<file path="src/rtl/seg_pkg.sv">
// -----------------------------------------------------------------------------
// seg_pkg
// Shared definitions for the binary-to-BCD converter and the 7-segment tube
// scan stage that consumes its digits.
//   DIGITS_DEF / BIN_W_DEF : default digit count and operand width
//   state_t, ST_*          : converter FSM state type and encodings
//   bcd_digit_t            : one packed BCD digit
//   bcd_max_value()        : largest value representable in N decimal digits
// -----------------------------------------------------------------------------
package seg_pkg;

   localparam int DIGITS_DEF = 8;
   localparam int BIN_W_DEF  = 27;

   typedef logic [1:0] state_t;

   localparam state_t ST_IDLE  = 2'd0;
   localparam state_t ST_SHIFT = 2'd1;
   localparam state_t ST_DONE  = 2'd2;

   typedef logic [3:0] bcd_digit_t;

   // 10^digits - 1, evaluated at elaboration time for the overflow limit.
   function automatic logic [63:0] bcd_max_value(input int digits);
      logic [63:0] v;
      v = 64'd1;
      for (int i = 0; i < digits; i++) begin
         v = v * 64'd10;
      end
      return v - 64'd1;
   endfunction

endpackage

</file>
<file path="src/rtl/bcd_add3.sv">
// -----------------------------------------------------------------------------
// bcd_add3
// Combinational double-dabble correction for a single BCD digit: a digit of
// 5 or more gets 3 added so that the following left shift carries correctly
// into the next decimal digit.
//   i_digit : BCD digit before correction
//   o_digit : corrected digit (i_digit + 3 when i_digit >= 5, else i_digit)
// -----------------------------------------------------------------------------
module bcd_add3
   import seg_pkg::*;
(
   input  logic [3:0] i_digit,
   output logic [3:0] o_digit
);

   bcd_digit_t w_sum;

   assign w_sum   = i_digit + 4'd3;
   assign o_digit = (i_digit >= 4'd5) ? w_sum : i_digit;

endmodule

</file>
<file path="src/rtl/bin_to_bcd_seq.sv">
// -----------------------------------------------------------------------------
// bin_to_bcd_seq
// Sequential binary-to-BCD converter (double-dabble, one bit per clock) that
// feeds a DIGITS-tube 7-segment display. Operands above 10^DIGITS-1 saturate
// to all nines and raise ovf.
//
// Optional feature macro: BCD_LEAD_ZERO_BLANK_EN
//   defined   : blank[i] (i >= 1) is 1 when digit i and every higher digit are
//               zero; blank[0] is always 0 so a value of zero shows one "0".
//   undefined : blank is tied to zero and no blank logic exists.
//
// Ports
//   clk   : system clock, rising edge
//   rst   : synchronous active-high reset
//   start : conversion request, only honoured in IDLE
//   bin   : unsigned operand, captured on the accepting edge
//   busy  : high whenever the FSM is not in IDLE
//   done  : one-cycle pulse, bcd/ovf/blank freshly updated
//   bcd   : packed BCD result, digit 0 in bits [3:0], held between conversions
//   ovf   : captured operand exceeded 10^DIGITS-1, held with bcd
//   blank : per-digit leading-zero blank mask
//
// Timing: with the accepting edge counted as cycle 0, the FSM spends BIN_W
// cycles in SHIFT, one in DONE (done high) and returns to IDLE, so a held
// start gives a BIN_W+2 cycle conversion period.
// -----------------------------------------------------------------------------
module bin_to_bcd_seq
   import seg_pkg::*;
#(
   parameter int BIN_W  = BIN_W_DEF,
   parameter int DIGITS = DIGITS_DEF
)
(
   input  logic                  clk,
   input  logic                  rst,
   input  logic                  start,
   input  logic [BIN_W-1:0]      bin,
   output logic                  busy,
   output logic                  done,
   output logic [4*DIGITS-1:0]   bcd,
   output logic                  ovf,
   output logic [DIGITS-1:0]     blank
);

   localparam int                SCR_W   = 4 * DIGITS;
   localparam int                CNT_W   = (BIN_W > 1) ? $clog2(BIN_W) : 1;
   localparam logic [CNT_W-1:0]  CNT_LAST = CNT_W'(BIN_W - 1);
   localparam logic [63:0]       MAX_VAL  = bcd_max_value(DIGITS);

   // Control state
   state_t                r_state;
   logic [CNT_W-1:0]      r_cnt;
   logic                  r_done;

   // Datapath state
   logic [BIN_W-1:0]      r_op;
   logic [SCR_W-1:0]      r_scratch;
   logic                  r_ovf_pend;

   // Result registers
   logic [SCR_W-1:0]      r_bcd;
   logic                  r_ovf;

   // Combinational
   logic [SCR_W-1:0]      w_adj;
   logic [SCR_W-1:0]      w_scratch_next;
   logic                  w_unused_carry;
   logic [SCR_W-1:0]      w_result;
   logic                  w_accept;
   logic                  w_finish;

   // Per-digit add-3 correction ahead of the shift.
   genvar g;
   generate
      for (g = 0; g < DIGITS; g++) begin : g_add3
         bcd_add3 u_add3 (
            .i_digit (r_scratch[4*g +: 4]),
            .o_digit (w_adj[4*g +: 4])
         );
      end
   endgenerate

   // Shift {scratch, operand} left by one. The bit leaving the top digit is
   // discarded: for in-range operands it is always zero, and out-of-range
   // operands are replaced by all nines anyway.
   assign {w_unused_carry, w_scratch_next} = {w_adj, r_op[BIN_W-1]};

   assign w_result = r_ovf_pend ? {DIGITS{4'h9}} : w_scratch_next;

   assign w_accept = (r_state == ST_IDLE)  && start;
   assign w_finish = (r_state == ST_SHIFT) && (r_cnt == CNT_LAST);

   // FSM and result registers
   always_ff @(posedge clk) begin
      if (rst) begin
         r_state <= ST_IDLE;
         r_cnt   <= '0;
         r_done  <= 1'b0;
         r_bcd   <= '0;
         r_ovf   <= 1'b0;
      end else begin
         r_done <= 1'b0;
         case (r_state)
            ST_IDLE: begin
               if (start) begin
                  r_state <= ST_SHIFT;
                  r_cnt   <= '0;
               end
            end
            ST_SHIFT: begin
               r_cnt <= r_cnt + 1'b1;
               if (r_cnt == CNT_LAST) begin
                  r_state <= ST_DONE;
                  r_done  <= 1'b1;
                  r_bcd   <= w_result;
                  r_ovf   <= r_ovf_pend;
               end
            end
            ST_DONE: begin
               r_state <= ST_IDLE;
            end
            default: begin
               r_state <= ST_IDLE;
            end
         endcase
      end
   end

   // Operand / scratch datapath; contents are don't-care outside SHIFT.
   always_ff @(posedge clk) begin
      if (w_accept) begin
         r_op       <= bin;
         r_scratch  <= '0;
         r_ovf_pend <= (64'(bin) > MAX_VAL);
      end else if (r_state == ST_SHIFT) begin
         r_op      <= r_op << 1;
         r_scratch <= w_scratch_next;
      end
   end

`ifdef BCD_LEAD_ZERO_BLANK_EN
   logic [DIGITS-1:0] r_blank;
   logic [DIGITS-1:0] w_blank_next;
   logic              w_zero_run;

   // Walk from the top digit down; a digit blanks while everything at and
   // above it is zero. Digit 0 never blanks.
   always_comb begin
      w_blank_next = '0;
      w_zero_run   = 1'b1;
      for (int i = DIGITS - 1; i >= 1; i--) begin
         w_zero_run      = w_zero_run && (w_result[4*i +: 4] == 4'd0);
         w_blank_next[i] = w_zero_run;
      end
   end

   always_ff @(posedge clk) begin
      if (rst) begin
         r_blank <= '0;
      end else if (w_finish) begin
         r_blank <= w_blank_next;
      end
   end

   assign blank = r_blank;
`else
   assign blank = '0;
`endif

   assign busy = (r_state != ST_IDLE);
   assign done = r_done;
   assign bcd  = r_bcd;
   assign ovf  = r_ovf;

endmodule

</file>
<file path="config.mk">
export PLATFORM = sky130hd
export DESIGN_NAME = bin_to_bcd_seq
export DESIGN_NICKNAME = d
export VERILOG_FILES = /design/src/rtl/seg_pkg.sv /design/src/rtl/bcd_add3.sv /design/src/rtl/bin_to_bcd_seq.sv
export SDC_FILE = /design/constraint.sdc
export NUM_CORES = 1
export LEC_CHECK = 0
export CAP_MARGIN = 30
export CORE_ASPECT_RATIO = 1.1
export CORE_MARGIN = 4
export CORE_UTILIZATION = 35
export DETAILED_ROUTE_END_ITERATION = 10
export GPL_TIMING_DRIVEN = 1
export SYNTH_ARGS = -nofsm -noshare
export SYNTH_HDL_FRONTEND = slang
export SYNTH_SLANG_ARGS = --single-unit
</file>
<file path="constraint.sdc">
create_clock -name clk -period 2.8 [get_ports clk]
set_clock_uncertainty 0.05 [all_clocks]
set_input_delay 0.56 -clock clk [delete_from_list [all_inputs] [get_ports clk]]
set_output_delay 0.56 -clock clk [all_outputs]
set_load 0.005 [all_outputs]
</file>
==> impl_metrics.tcl <==
set metrics [dict create \
    status "finished clean" \
    clkTransAtPathRegs_ps 70 \
    drv_slew 0 \
    seq_area_frac_synth 0.514 \
    drt_iter0_markers 227 \
    area_delta_synth_final_pct 23.8 \
    relSlewSlack 0.389 \
    instances_no_fill 702 \
    worst_pin_slew_ps 916 \
    fillers 1266 \
    critPathSlowestCell "or3_1" \
    cp.required_ps 3010 \
    fin_area_mm2 0.00555 \
    fin_crit_ps 2100 \
    regToRegEndpoint "bcd[26]$_SDFFE_PP0P_" \
    die_h_um 127 \
    finalNetCount 588 \
    synth.distinct_cells 37 \
    ir_drop_mv 0.273 \
    powerDensity_mw_per_mm2 562 \
    diodes 0 \
    fmax_ghz 0.475 \
    rsz0062_at_grt "no" \
    grt_overflow 0 \
    netlist_top_cells_count "nand2_1, dfxtp_1, o21ai_0" \
    path_max_fanout 16 \
    grt_pass1_vias 3476 \
    hpwlAfterDp_mm 6.78 \
    yosysMostFrequentCell "nand2_1" \
    remaining_drc_errors 0 \
    hold_viol_final 0 \
    path_depth 6 \
    leakage_uw 0.00202 \
    drive_gt1_frac 0.0844 \
    r2r_cells 6 \
    synth-async-reset-ratio 0 \
    slowest_delay_ps 700 \
    cts.repair.resized 0 \
    synth_seq_cells 101 \
    grt_max_degree 45 \
    yosys_warnings 0 \
    initial_core_util 0.356 \
    chipWidth_um 116 \
    whs_path_depth 2 \
    crit_chain "inv_1 -> ha_1 -> nand4b_1 -> or2_1 -> or3_1 -> o21ai_0" \
    grt_util_all_layers 0.141 \
    wl_per_cell_um 14.1 \
    setup_viol 0 \
    min-delay-start "r_op[26]$_DFFE_PP_" \
    cts_hold_buf 0 \
    clkSinkCount 101 \
    hold_class "flip-flop to flip-flop" \
    core_mm2 0.0126 \
    syn-mean-instance-area_um2 9.33 \
    dr.pass1.iters 4 \
    cp_num_buf_inv 1 \
    synth_edf_count 28 \
    vias_per_cell 4.95 \
    postRouteWirelength_mm 9.90 \
    clock_path_buffers 2 \
    placedCellCount 686 \
    vias 3475 \
    die_area_mm2 0.0147 \
    synth-main-ff-cell "dfxtp_1" \
    hold_end "r_scratch[0]$_SDFFE_PP0P_" \
    setup_tns_ps 0 \
    antenna_left 0 \
    synth.top_cell.area_share 0.326 \
    ios 73 \
    syn_area_mm2 0.00448 \
    cts_root_buffer "clkbuf_16" \
    htreeDepth 3 \
    syn_inst 480 \
    crit_path_end_kind "flip-flop" \
    critical-path-top-delay-family "simple AND/OR/NAND/NOR gates" \
    cap_violations 0 \
    reg2reg_slack_ps 700 \
    place_congestion 0.838 \
    netlist_top_cells_area "dfxtp_1, edfxtp_1, nand2_1" \
    cts_setup_buffers 0 \
    detailed_place.area_mm2 0.00525 \
    grt_first_pass_wirelength_mm 16.4 \
    insertion_delay_ps 340 \
    rows 43 \
    arrival_ps 2310 \
    synth_top_area_cell "dfxtp_1" \
    tritoncts "done" \
    reg2reg_from "r_cnt[0]$_SDFFE_PP0P_" \
    startpoint_type "flip-flop" \
    cts_inserted_buffers 9 \
    fin_crit_sh 0.751 \
    crit_type "flip-flop to flip-flop" \
    port_buffers 64 \
    antenna_found_initial 0 \
]
==> power breakdown <==
group / internal (uW) / leakage, uW / switching (uW) / total [uW]
Sequential: 1580 / 0.000875 / 26.5 / 1610
Combinational: 105 / 0.000994 / 150 / 254
Clock: 715 / 0.000148 / 538 / 1250
Total: 2400 / 0.00202 / 715 / 3110
==> worst reg2reg max path, delay by kind of cell (launching register included) <==
kind                       cells  cell delay (ps)
and+or+nand+nor                3             1110
DFF                            1              350
AOI/OAI and AO/OA              1              300
adders and majority gates      1              140
buffers and inverters          1               70
==> per-layer routing <==
layer / track usage / wire (um) / up-vias / share of wire
met5: 0 / 0 / - / 0
met4: 0.0532 / 210 / 0 / 0.021
met3: 0.0348 / 479 / 16 / 0.048
met2: 0.226 / 4660 / 78 / 0.47
met1: 0.183 / 4550 / 1605 / 0.46
li1: - / - / 1776 / -
==> layout make-up <==
type                       instances  area, um^2  share of cell area
clock buffer                      10         239              0.0431
clock inverter                     6        60.1              0.0108
inverter                          20        75.1              0.0135
multi-input combinational        334        1960               0.353
sequential                       101        2300               0.415
tap                              157         196              0.0354
timing repair buffer              74         716               0.129
==> layout by cell type, fill, tap and decap left out, types with 2 or more instances in the layout <==
| master | instances |
|---|---|
| nand2_1 | 92 |
| dfxtp_1 | 73 |
| clkdlybuf4s50_1 | 64 |
| o21ai_0 | 32 |
| a21oi_1 | 29 |
| nor2_1 | 28 |
| edfxtp_1 | 28 |
| inv_1 | 20 |
| ha_1 | 18 |
| nand3b_1 | 17 |
| nor3b_1 | 15 |
| o22ai_1 | 15 |
| nand3_1 | 10 |
| o21ai_2 | 10 |
| buf_4 | 10 |
| nand2b_1 | 9 |
| mux2_2 | 9 |
| clkbuf_16 | 9 |
| a211oi_1 | 8 |
| a311oi_1 | 8 |
| xnor2_1 | 8 |
| conb_1 | 8 |
| nor3_1 | 3 |
| nand4_1 | 3 |
| or2_2 | 2 |
| clkinv_1 | 2 |
==> kinds of logic (layout without fill, tap and decap cells) <==
group           count (synthesis)  in the layout  share of synthesized area
simple gates                  186            186                      0.199
compound gates                105            105                      0.142
flops                         101            101                      0.514
buf+inv                        52            110                     0.0548
fa+ha+maj                      18             18                     0.0503
mux                             9              9                     0.0226
xor+xnor                        8              8                     0.0156
other cells                     1              8                   0.000837
==> stage by stage <==
stage / hold slack, ps / utilization / total power (uW) / setup slack (ps)
finish: 441 / 0.440 / 3110 / 696
floorplan: 395 / - / 1800 / 617
global placement: 421 / 0.417 / 1890 / 557
CTS: 439 / 0.440 / 3160 / 670
global route: 463 / 0.440 / 3250 / 520
detailed placement: 421 / 0.417 / 1900 / 495
==> sequential cells by signal, indices dropped and copies added, names as in the netlist <==
signal / cells
r_op: 27
r_ovf_pend: 1
r_cnt: 5
r_state: 2
bcd: 32
done: 1
ovf: 1
r_scratch: 32
==> worst max path at each step <==
stage,startpoint,end,slack (ps)
final,r_cnt[0]$_SDFFE_PP0P_,bcd[26]$_SDFFE_PP0P_,700
after CTS,r_cnt[0]$_SDFFE_PP0P_,bcd[26]$_SDFFE_PP0P_,670
after global routing,r_cnt[0]$_SDFFE_PP0P_,bcd[26]$_SDFFE_PP0P_,520
after detailed placement,rst,bcd[26]$_SDFFE_PP0P_,500
after floorplan,start,r_op[0]$_SDFFCE_PN0P_,620
after global placement,start,r_op[4]$_DFFE_PP_,560
(Power assumes the default switching activity.)
